**config.mk**
```make
export PLATFORM = sky130hd
export DESIGN_NAME = writeback_pipe_flat
export DESIGN_NICKNAME = d
export VERILOG_FILES = /design/src/rtl/writeback_pipe_pkg.sv /design/src/rtl/writeback_pipe_if.sv /design/src/rtl/writeback_pipe_load_extend.sv /design/src/rtl/writeback_pipe.sv /design/src/flat_wrapper.sv
export SDC_FILE = /design/constraint.sdc
export NUM_CORES = 1
export LEC_CHECK = 0
export ABC_CLOCK_PERIOD_IN_PS = 12300
export BUFFER_PORTS_ARGS = -buffer_cell sky130_fd_sc_hd__buf_2
export CAP_MARGIN = 20
export CORE_MARGIN = 5
export CORE_UTILIZATION = 45
export CTS_CLUSTER_SIZE = 8
export DETAILED_ROUTE_END_ITERATION = 7
export PLACE_DENSITY = 0.74
export REMOVE_ABC_BUFFERS = 1
export SLEW_MARGIN = 20
export SYNTH_ARGS = -nofsm -noshare
export SYNTH_HDL_FRONTEND = slang
export SYNTH_SLANG_ARGS = --single-unit
export TNS_END_PERCENT = 5
```
**constraint.sdc**
```tcl
create_clock -name clk -period 12.3 [get_ports clk]
set_input_delay 1.23 -clock clk [delete_from_list [all_inputs] [get_ports clk]]
set_output_delay 1.23 -clock clk [all_outputs]
set_load 0.01 [all_outputs]
```
**src/rtl/writeback_pipe_pkg.sv**
```systemverilog
// Shared encodings and defaults for the writeback pipe and its load-extension unit.
package writeback_pipe_pkg;

  typedef enum logic [1:0] {
    LD_BYTE = 2'b00,
    LD_HALF = 2'b01,
    LD_WORD = 2'b10
  } ld_size_e;

  // Sliced down to REG_AW bits by the top, giving the all-ones link register.
  localparam logic [31:0] DEFAULT_LINK_REG = '1;

  localparam int FIFO_DEPTH = 2;

endpackage

```
**src/rtl/writeback_pipe_if.sv**
```systemverilog
// Bus bundle between the execute stage, the writeback pipe and the register-file write port.
interface writeback_pipe_if #(
  parameter int DATA_W  = 32,
  parameter int REG_AW  = 5,
  parameter int NUM_SRC = 3,
  parameter int CNT_W   = 32
);
  localparam int SEL_W = $clog2(NUM_SRC);

  // Both sides use valid/ready: a transfer happens on a rising edge where valid and
  // ready are both high; valid, once raised, holds its payload stable until accepted.
  logic                      flush;
  logic                      in_valid;
  logic                      in_ready;
  logic                      in_regwrite;
  logic                      in_link;
  logic [REG_AW-1:0]         in_wreg;
  logic [SEL_W-1:0]          in_sel;
  logic [NUM_SRC*DATA_W-1:0] in_src;
  logic [1:0]                in_ld_size;
  logic                      in_ld_signed;
  logic [1:0]                in_ld_off;
  logic                      out_ready;
  logic                      out_valid;
  logic                      rf_we;
  logic [REG_AW-1:0]         rf_waddr;
  logic [DATA_W-1:0]         rf_wdata;
  logic [CNT_W-1:0]          retired;

  modport master (
    output flush, in_valid, in_regwrite, in_link, in_wreg, in_sel, in_src,
           in_ld_size, in_ld_signed, in_ld_off, out_ready,
    input  in_ready, out_valid, rf_we, rf_waddr, rf_wdata, retired
  );

  modport slave (
    input  flush, in_valid, in_regwrite, in_link, in_wreg, in_sel, in_src,
           in_ld_size, in_ld_signed, in_ld_off, out_ready,
    output in_ready, out_valid, rf_we, rf_waddr, rf_wdata, retired
  );

endinterface

```
**src/rtl/writeback_pipe_load_extend.sv**
```systemverilog
// load_extend: aligns a byte/half out of a loaded word by offset, then sign- or zero-extends.
module load_extend
  import writeback_pipe_pkg::*;
#(
  parameter int DATA_W = 32
) (
  input  logic [DATA_W-1:0] data_i,
  input  logic [1:0]        size_i,
  input  logic              signed_i,
  input  logic [1:0]        off_i,
  output logic [DATA_W-1:0] data_o
);

  logic [7:0]  byte_v;
  logic [15:0] half_v;

  // Halfword offset only looks at off_i[1]; odd halfword offsets are not meaningful.
  assign byte_v = 8'(data_i >> {off_i, 3'b000});
  assign half_v = 16'(data_i >> {off_i[1], 4'b0000});

  always_comb begin
    data_o = data_i;
    if (size_i == LD_BYTE) begin
      data_o = {{(DATA_W-8){signed_i & byte_v[7]}}, byte_v};
    end else if (size_i == LD_HALF) begin
      data_o = {{(DATA_W-16){signed_i & half_v[15]}}, half_v};
    end
  end

endmodule

```
**src/rtl/writeback_pipe.sv**
```systemverilog
// Writeback stage: 2-entry FIFO of register writes with retire counter and flush.
// Define WRITEBACK_PIPE_LOAD_EXT_EN to align/extend load data on source 0.
module writeback_pipe
  import writeback_pipe_pkg::*;
#(
  parameter int                DATA_W   = 32,
  parameter int                REG_AW   = 5,
  parameter int                NUM_SRC  = 3,
  parameter logic [REG_AW-1:0] LINK_REG = DEFAULT_LINK_REG[REG_AW-1:0],
  parameter int                CNT_W    = 32
) (
  input logic             clk,
  input logic             rst,
  writeback_pipe_if.slave bus
);

  localparam int SEL_W = $clog2(NUM_SRC);

  logic              ready_en_q;
  logic [1:0]        count_q, count_d;
  logic              wr_ptr_q, wr_ptr_d;
  logic              rd_ptr_q, rd_ptr_d;
  logic [CNT_W-1:0]  retired_q;
  logic              regwrite_q [FIFO_DEPTH];
  logic [REG_AW-1:0] waddr_q    [FIFO_DEPTH];
  logic [DATA_W-1:0] wdata_q    [FIFO_DEPTH];

  logic              push, pop;
  logic [DATA_W-1:0] ld_data, sel_data;
  logic [REG_AW-1:0] push_waddr;

`ifdef WRITEBACK_PIPE_LOAD_EXT_EN
  load_extend #(.DATA_W(DATA_W)) u_load_extend (
    .data_i   (bus.in_src[DATA_W-1:0]),
    .size_i   (bus.in_ld_size),
    .signed_i (bus.in_ld_signed),
    .off_i    (bus.in_ld_off),
    .data_o   (ld_data)
  );
`else
  logic unused_ld;
  assign unused_ld = ^{bus.in_ld_size, bus.in_ld_signed, bus.in_ld_off};
  assign ld_data   = bus.in_src[DATA_W-1:0];
`endif

  // Out-of-range selects fall through with zero data.
  always_comb begin
    sel_data = '0;
    for (int k = 0; k < NUM_SRC; k++) begin
      if (bus.in_sel == SEL_W'(k)) begin
        sel_data = (k == 0) ? ld_data : bus.in_src[k*DATA_W +: DATA_W];
      end
    end
  end

  assign push_waddr = bus.in_link ? LINK_REG : bus.in_wreg;

  // ready_en_q keeps in_ready low through reset and for the edge it is released on.
  assign bus.in_ready  = ready_en_q && (count_q != 2'd2);
  assign bus.out_valid = (count_q != 2'd0);
  assign push          = bus.in_valid && bus.in_ready;
  assign pop           = bus.out_valid && bus.out_ready;

  always_comb begin
    count_d  = count_q;
    wr_ptr_d = wr_ptr_q;
    rd_ptr_d = rd_ptr_q;
    if (bus.flush) begin
      count_d  = 2'd0;
      wr_ptr_d = 1'b0;
      rd_ptr_d = 1'b0;
    end else begin
      if (push) wr_ptr_d = ~wr_ptr_q;
      if (pop)  rd_ptr_d = ~rd_ptr_q;
      if (push && !pop) begin
        count_d = count_q + 2'd1;
      end else if (pop && !push) begin
        count_d = count_q - 2'd1;
      end
    end
  end

  always_ff @(posedge clk or posedge rst) begin
    if (rst) begin
      ready_en_q <= 1'b0;
      count_q    <= 2'd0;
      wr_ptr_q   <= 1'b0;
      rd_ptr_q   <= 1'b0;
      retired_q  <= '0;
    end else begin
      ready_en_q <= 1'b1;
      count_q    <= count_d;
      wr_ptr_q   <= wr_ptr_d;
      rd_ptr_q   <= rd_ptr_d;
      // A pop in a flush cycle still retired the head, so it is counted.
      if (pop) retired_q <= retired_q + CNT_W'(1);
    end
  end

  always_ff @(posedge clk) begin
    if (push && !bus.flush) begin
      regwrite_q[wr_ptr_q] <= bus.in_regwrite;
      waddr_q[wr_ptr_q]    <= push_waddr;
      wdata_q[wr_ptr_q]    <= sel_data;
    end
  end

  assign bus.rf_waddr = waddr_q[rd_ptr_q];
  assign bus.rf_wdata = wdata_q[rd_ptr_q];
  assign bus.rf_we    = pop && regwrite_q[rd_ptr_q] && (waddr_q[rd_ptr_q] != '0);
  assign bus.retired  = retired_q;

endmodule

```
**src/flat_wrapper.sv**
```systemverilog
// flat-port wrapper written by rule: the top's interface ports become plain ports
module writeback_pipe_flat import writeback_pipe_pkg::*;
#(
  parameter int                DATA_W   = 32,
  parameter int                REG_AW   = 5,
  parameter int                NUM_SRC  = 3,
  parameter logic [REG_AW-1:0] LINK_REG = DEFAULT_LINK_REG[REG_AW-1:0],
  parameter int                CNT_W    = 32
)
  (clk, rst, bus_flush, bus_in_valid, bus_in_regwrite, bus_in_link, bus_in_wreg, bus_in_sel, bus_in_src, bus_in_ld_size, bus_in_ld_signed, bus_in_ld_off, bus_out_ready, bus_in_ready, bus_out_valid, bus_rf_we, bus_rf_waddr, bus_rf_wdata, bus_retired);
  writeback_pipe_if #(.DATA_W(DATA_W), .REG_AW(REG_AW), .NUM_SRC(NUM_SRC), .CNT_W(CNT_W)) bus_i ();
  input logic clk;
  input logic rst;
  input wire logic [$bits(bus_i.flush)-1:0] bus_flush;
  input wire logic [$bits(bus_i.in_valid)-1:0] bus_in_valid;
  input wire logic [$bits(bus_i.in_regwrite)-1:0] bus_in_regwrite;
  input wire logic [$bits(bus_i.in_link)-1:0] bus_in_link;
  input wire logic [$bits(bus_i.in_wreg)-1:0] bus_in_wreg;
  input wire logic [$bits(bus_i.in_sel)-1:0] bus_in_sel;
  input wire logic [$bits(bus_i.in_src)-1:0] bus_in_src;
  input wire logic [$bits(bus_i.in_ld_size)-1:0] bus_in_ld_size;
  input wire logic [$bits(bus_i.in_ld_signed)-1:0] bus_in_ld_signed;
  input wire logic [$bits(bus_i.in_ld_off)-1:0] bus_in_ld_off;
  input wire logic [$bits(bus_i.out_ready)-1:0] bus_out_ready;
  output wire logic [$bits(bus_i.in_ready)-1:0] bus_in_ready;
  output wire logic [$bits(bus_i.out_valid)-1:0] bus_out_valid;
  output wire logic [$bits(bus_i.rf_we)-1:0] bus_rf_we;
  output wire logic [$bits(bus_i.rf_waddr)-1:0] bus_rf_waddr;
  output wire logic [$bits(bus_i.rf_wdata)-1:0] bus_rf_wdata;
  output wire logic [$bits(bus_i.retired)-1:0] bus_retired;
  assign bus_i.flush = bus_flush;
  assign bus_i.in_valid = bus_in_valid;
  assign bus_i.in_regwrite = bus_in_regwrite;
  assign bus_i.in_link = bus_in_link;
  assign bus_i.in_wreg = bus_in_wreg;
  assign bus_i.in_sel = bus_in_sel;
  assign bus_i.in_src = bus_in_src;
  assign bus_i.in_ld_size = bus_in_ld_size;
  assign bus_i.in_ld_signed = bus_in_ld_signed;
  assign bus_i.in_ld_off = bus_in_ld_off;
  assign bus_i.out_ready = bus_out_ready;
  assign bus_in_ready = bus_i.in_ready;
  assign bus_out_valid = bus_i.out_valid;
  assign bus_rf_we = bus_i.rf_we;
  assign bus_rf_waddr = bus_i.rf_waddr;
  assign bus_rf_wdata = bus_i.rf_wdata;
  assign bus_retired = bus_i.retired;
  writeback_pipe #(.DATA_W(DATA_W), .REG_AW(REG_AW), .NUM_SRC(NUM_SRC), .LINK_REG(LINK_REG), .CNT_W(CNT_W)) u_core (.clk(clk), .rst(rst), .bus(bus_i));
endmodule
```
## Yosys cells after proc, flatten, opt, wreduce, memory -nomap -nowiden

Memories as Yosys holds them, arrays and structs flattened.
Index checks and enable logic that the tools add are counted.

| operators by class | value |
|---|---|
| add/sub/neg operators | 3 |
| eq/ne operators | 3 |
| multiplexer cells | 13 |
| bitwise operators | 2 |
| reductions and logical operators | 17 |

Operators by type and width:

| operator | number |
|---|---|
| 32-bit two-way mux | 3 |
| 32-bit by 1-bit adder with 32-bit output (second input constant) | 1 |
| 1-bit logical AND | 8 |
| 1-bit two-way mux | 6 |
| 2-bit two-way mux | 3 |
| 2-bit nonzero test | 3 |
| 5-bit two-way mux | 1 |
| 5-bit nonzero test | 1 |
| 1-bit logical NOT | 3 |
| 3-bit nonzero test | 1 |
| 2-bit by 1-bit adder with 2-bit output (second input constant) | 1 |
| 2-bit by 1-bit == test with 1-bit output (second input constant) | 1 |
| 2-bit == test (second input constant) | 1 |
| 2-bit logical NOT | 1 |
| 2-bit inequality test (second input constant) | 1 |
| 1-bit inverter | 2 |
| 2-bit by 1-bit subtractor with 2-bit output (second input constant) | 1 |

| storage, ports and cells | value |
|---|---|
| bits in registers | 37 |
| memory bits (writable) | 76 |
| bits of input ports | 115 |
| word-level logic and storage cells | 46 |
| memories kept | 3 |

Memories:

| name | words | bits a word | rd ports | clocked after memory_dff | wr ports | line | source |
|---|---|---|---|---|---|---|---|
| u_core.wdata_q | 2 | 32 | 1 | 0 | 1 | writeback_pipe.sv:26 | `logic [DATA_W-1:0] wdata_q [FIFO_DEPTH];` |
| u_core.waddr_q | 2 | 5 | 1 | 0 | 1 | writeback_pipe.sv:25 | `logic [REG_AW-1:0] waddr_q [FIFO_DEPTH];` |
| u_core.regwrite_q | 2 | 1 | 1 | 0 | 1 | writeback_pipe.sv:24 | `logic regwrite_q [FIFO_DEPTH];` |

## Logic depth before layout (Yosys ltp)

| depth | value |
|---|---|
| depth after elaboration | 8 |
| mapped depth | 6 |
| depth with buffers taken out | 5 |

## Worst setup path before layout

OpenSTA, ideal clock, no wires.

| path | value |
|---|---|
| kind | in2reg |
| from | input port bus_in_valid |
| to | memory u_core.regwrite_q[1] (enable) |
| library setup time | 489 ps |
| arrival time | 4,190 ps |
| data required time | 11,811 ps |
| setup slack | 7,621 ps |
| stages | 2 |
| buffers on the path | 0 |
| cells stage by stage | nand3_1 nor3b_1 |

| between the ends | value |
|---|---|
| longest elaborated chain between the ends | 4 |

RTL lines:

| item | line | source |
|---|---|---|
| start, declared | flat_wrapper.sv:15 | `input wire logic [$bits(bus_i.in_valid)-1:0] bus_in_valid;` |
| 1-bit logical AND | writeback_pipe.sv:61 | `assign push = bus.in_valid && bus.in_ready;` |
| 1-bit logical AND | writeback_pipe.sv:101 | `if (push && !bus.flush) begin` |
| 1-bit two-way mux | writeback_pipe.sv:101 |  |
| 1-bit two-way mux (implied by the code) | writeback_pipe.sv:102 | `regwrite_q[wr_ptr_q] <= bus.in_regwrite;` |
| end, declared | writeback_pipe.sv:24 |  |

No other way between the ends.

## Final worst setup path

| path | value |
|---|---|
| from | register u_core.rd_ptr_q |
| to | output port bus_rf_we |

| between the ends | value |
|---|---|
| longest elaborated chain between the ends | 3 |

RTL lines:

| item | line | source |
|---|---|---|
| start, declared | writeback_pipe.sv:22 | `logic rd_ptr_q, rd_ptr_d;` |
| start signal, assigned | writeback_pipe.sv:94 | `rd_ptr_q <= rd_ptr_d;` |
| memory 2 x 5 bit or memory 2 x 1 bit (tied branches) | -- |  |
| 5-bit nonzero test or 1-bit logical AND (tied branches) | writeback_pipe.sv:110 | `assign bus.rf_we = pop && regwrite_q[rd_ptr_q] && (waddr_q[rd_ptr_q] != '0);` |
| 1-bit logical AND * | writeback_pipe.sv:110 |  |
| end, declared | flat_wrapper.sv:27 | `output wire logic [$bits(bus_i.rf_we)-1:0] bus_rf_we;` |

Every way passes the cells marked *; elsewhere a longest branch is shown, timed or not.

==> impl_metrics.ini <==
[finish]
synthToLayoutAreaGrowth_pct = 31.23
num_antenna_cells = 0
drive_above_1_share_pct = 45.18
finalNonFillerCells = 734
nets = 695
postLayoutCellArea_um2 = 6761

[yosys]
synth.largest_area_cell = edfxtp_1
synth-simple-area-share_pct = 12.02
syn_inst = 392
synth_fa_ha_area_share_pct = 0.2428
synth_top_family_by_area = multiplexers
ys_seq_elements = 113
synth.area.top_cells = edfxtp_1 44%, dfrtp_1 18%, mux2_2 8.1%
syn-cell-area_um2 = 5152
synth-xor-area-share_pct = 5.610
avgSynthCellArea_um2 = 13.14
synth_compound_area_share_pct = 3.740
yosys.area.top_type_share_pct = 44.29
synth_warnings = 0
yosysSeqAreaShare_pct = 62.26
ys_types = 35
synth.mux.area_fraction_pct = 14.50

[worst_setup_path]
crit_start = u_core.rd_ptr_q
crit_path_max_incr_delay_ns = 0.96
reg2reg_from = u_core.bus.retired[13]
critical_path.endpoint = bus_rf_we
end_kind = output port
r2r_slack_ns = 10.36
cp.arrival_ns = 2.27
crit_chain = mux2_2 > nor3_1 > a211oi_1 > buf_2
worstPathRequired_ns = 11.07
worstRegToRegCells = 4
critPathKind = reg2out
path_max_fanout = 39
cp_slowest_cell = dfrtp_2
r2r-end = u_core.bus.retired[30]
startpoint_type = flip-flop

[floorplan]
die_x_um = 117.0
coreArea_um2 = 11320
chipHeight_um = 117.0
start_util_pct = 45.51
rows = 39
ios = 187
die_area_um2 = 13690

[timing]
fin_setup_tns_ns = 0
worst_pin_slew_ns = 0.9980
finalHoldViolCount = 0
rsz0062_at_grt = false
fmax_mhz = 285.7
whs_ns = 0.4692
finalCritPeriodShare_pct = 28.46
finalSetupViolations = 0
clock_skew_ns = 0.01060
maxSlewHeadroom_pct = 33.47
maxSlewViolCount = 0
fin_crit_ns = 3.501

[routing]
firstDrtPassIters = 5
vias = 3718
drc = 0
viasPerCell = 5.065
drtAntennaViolNets = 0
drt_iter0_drc = 172
post_drt_wl_per_cell_um = 15.63
wirelength_um = 11470

[global_routing]
antenna_found_initial = 0
grt_max_degree = 40
grt_pass1_vias = 3852
grt_pass1_wl_um = 18060
overflow = 0
track_usage_pct = 17.09

[pwr]
p_switching_mw = 0.2199
clockPowerShare_pct = 46.2
ir_drop_mv = 0.09858
internal_power_mw = 0.7620
pwr-share-comb_pct = 9.3
power_frac_seq_pct = 44.5
power_density_nw_per_um2 = 145.2
netSwitchingFraction_pct = 22.40
p_leak_nw = 2.913

[placed_design]
detailed_place_hpwl_um = 8077
gp_congestion = 0.8171
place_inst = 703
io_buffers = 181
place_area_um2 = 6210

[clock_network]
numCtsBuffers = 17
path_clk_slew_ns = 0.05
cts_resized = 0
cts-hold-fix-buffers = 0
cts_tree = yes
clock_path_buffers = 2
cts.sinks = 113
clock_tree.root_cell = clkbuf_16
cts_setup_buffers = 0
clkLatencyLatePin_ns = 0.39
htree_levels = 4

[run_status]
status = completed

[flow_run]
maxCapViolations = 0

[min_path]
min_path_type = reg2reg
flip-flops by register name, indices dropped and copies added (netlist names):
register and cells:
u_core.regwrite_q 2, u_core.bus.retired 32, u_core.wdata_q 64, u_core.rd_ptr_q 1, u_core.waddr_q 10, u_core.ready_en_q 1, u_core.count_q 2, u_core.wr_ptr_q 1
placed cells by master, fill, tap and decap left out, types with 2 or more instances in the layout:
master,netlist,layout
clkbuf_1,8,2
or2_2,9,9
clkinvlp_4,0,3
o21ai_0,33,33
nor2_1,9,9
edfxtp_1,76,76
buf_2,4,181
clkinv_1,0,2
nor3_2,2,3
and3_1,3,3
mux2_2,37,37
mux2i_1,33,33
nand2_1,47,47
nor3_1,8,7
dfrtp_1,37,36
nand3_1,14,14
xnor2_1,25,25
and2_1,3,3
nor4_4,2,2
clkbuf_16,0,17
inv_1,3,3
bufinv_16,0,2
nand3b_1,2,2
xor2_1,8,8
buf_4,1,3
nand4_1,13,13
clkinv_2,0,4
synthesized netlist by cell type (all sizes together):
master	instances
a211oi	1
a21oi	1
a31oi	1
and2	3
and3	3
and4	1
buf	8
clkbuf	8
conb	1
dfrtp	37
edfxtp	76
ha	1
inv	3
mux2	37
mux2i	33
nand2	47
nand2b	1
nand3	14
nand3b	2
nand4	13
nor2	9
nor2b	1
nor3	10
nor3b	1
nor4	2
o21ai	34
or2	9
or3	2
xnor2	25
xor2	8
worst max-delay path: cells and delay by family (launching register included):
family | cells | cell delay, ns
DFF | 1 | 0.96
and+or+nand+nor | 1 | 0.21
muxes | 1 | 0.43
buffers and inverters | 1 | 0.17
AOI/OAI and AO/OA | 1 | 0.12
power by group through the flow:
stage / registers [mW] / clock network (mW) / logic, mW
3_5_place_dp: 0.445 / 0 / 0.0921
3_3_place_gp: 0.443 / 0 / 0.0890
2_1_floorplan: 0.444 / 0 / 0.0436
5_1_grt: 0.439 / 0.482 / 0.102
4_1_cts: 0.437 / 0.461 / 0.0928
6_report: 0.437 / 0.454 / 0.0910
stage by stage:
stage	power, mW	util, %	setup slack, ns
after floorplan	0.4878	-	7.621
after global placement	0.5321	54.81	9.029
after detailed placement	0.5366	54.85	9.071
after CTS	0.9911	59.73	8.690
after global routing	1.023	59.73	8.614
final	0.9819	59.73	8.799
metal layers:
metal | GRT usage, % | vias to the layer above | share of wire (%)
met4 | 4.205 | 0 | 0.81
met5 | 0 | - | 0
li1 | - | 1807 | -
met1 | 20.21 | 1754 | 41
met3 | 5.861 | 11 | 7.6
met2 | 30.00 | 146 | 50
cell families (layout without fill, tap and decap cells):
group | after synthesis | in the layout
adder cells (fa/ha/maj) | 1 | 1
multiplexers | 70 | 70
XOR/XNOR | 33 | 33
other | 1 | 1
flip-flops | 113 | 113
AND/OR/NAND/NOR | 118 | 118
buffers and inverters | 19 | 218
AO/OA/AOI/OAI | 37 | 37
final cells by class:
type,count,area (um^2)
clock buffer,19,432.9
clock inverter,12,118.9
fill,898,4559
inverter,3,11.26
multi-input combinational,260,1882
sequential,113,3209
tap,143,178.9
timing repair buffer,184,928.4
how the worst min path moves through the flow:
| stage | start | to | cells after the start |
|---|---|---|---|
| 6_report | u_core.bus.retired[31] | u_core.bus.retired[31] | 1 |
| 5_1_grt | u_core.bus.retired[31] | u_core.bus.retired[31] | 1 |
| 4_1_cts | u_core.bus.retired[31] | u_core.bus.retired[31] | 1 |
| 3_5_place_dp | u_core.bus.retired[31] | u_core.bus.retired[31] | 1 |
| 3_3_place_gp | u_core.bus.retired[31] | u_core.bus.retired[31] | 1 |
| 2_1_floorplan | u_core.bus.retired[31] | u_core.bus.retired[31] | 1 |
Power figures use the tool's default switching activity.
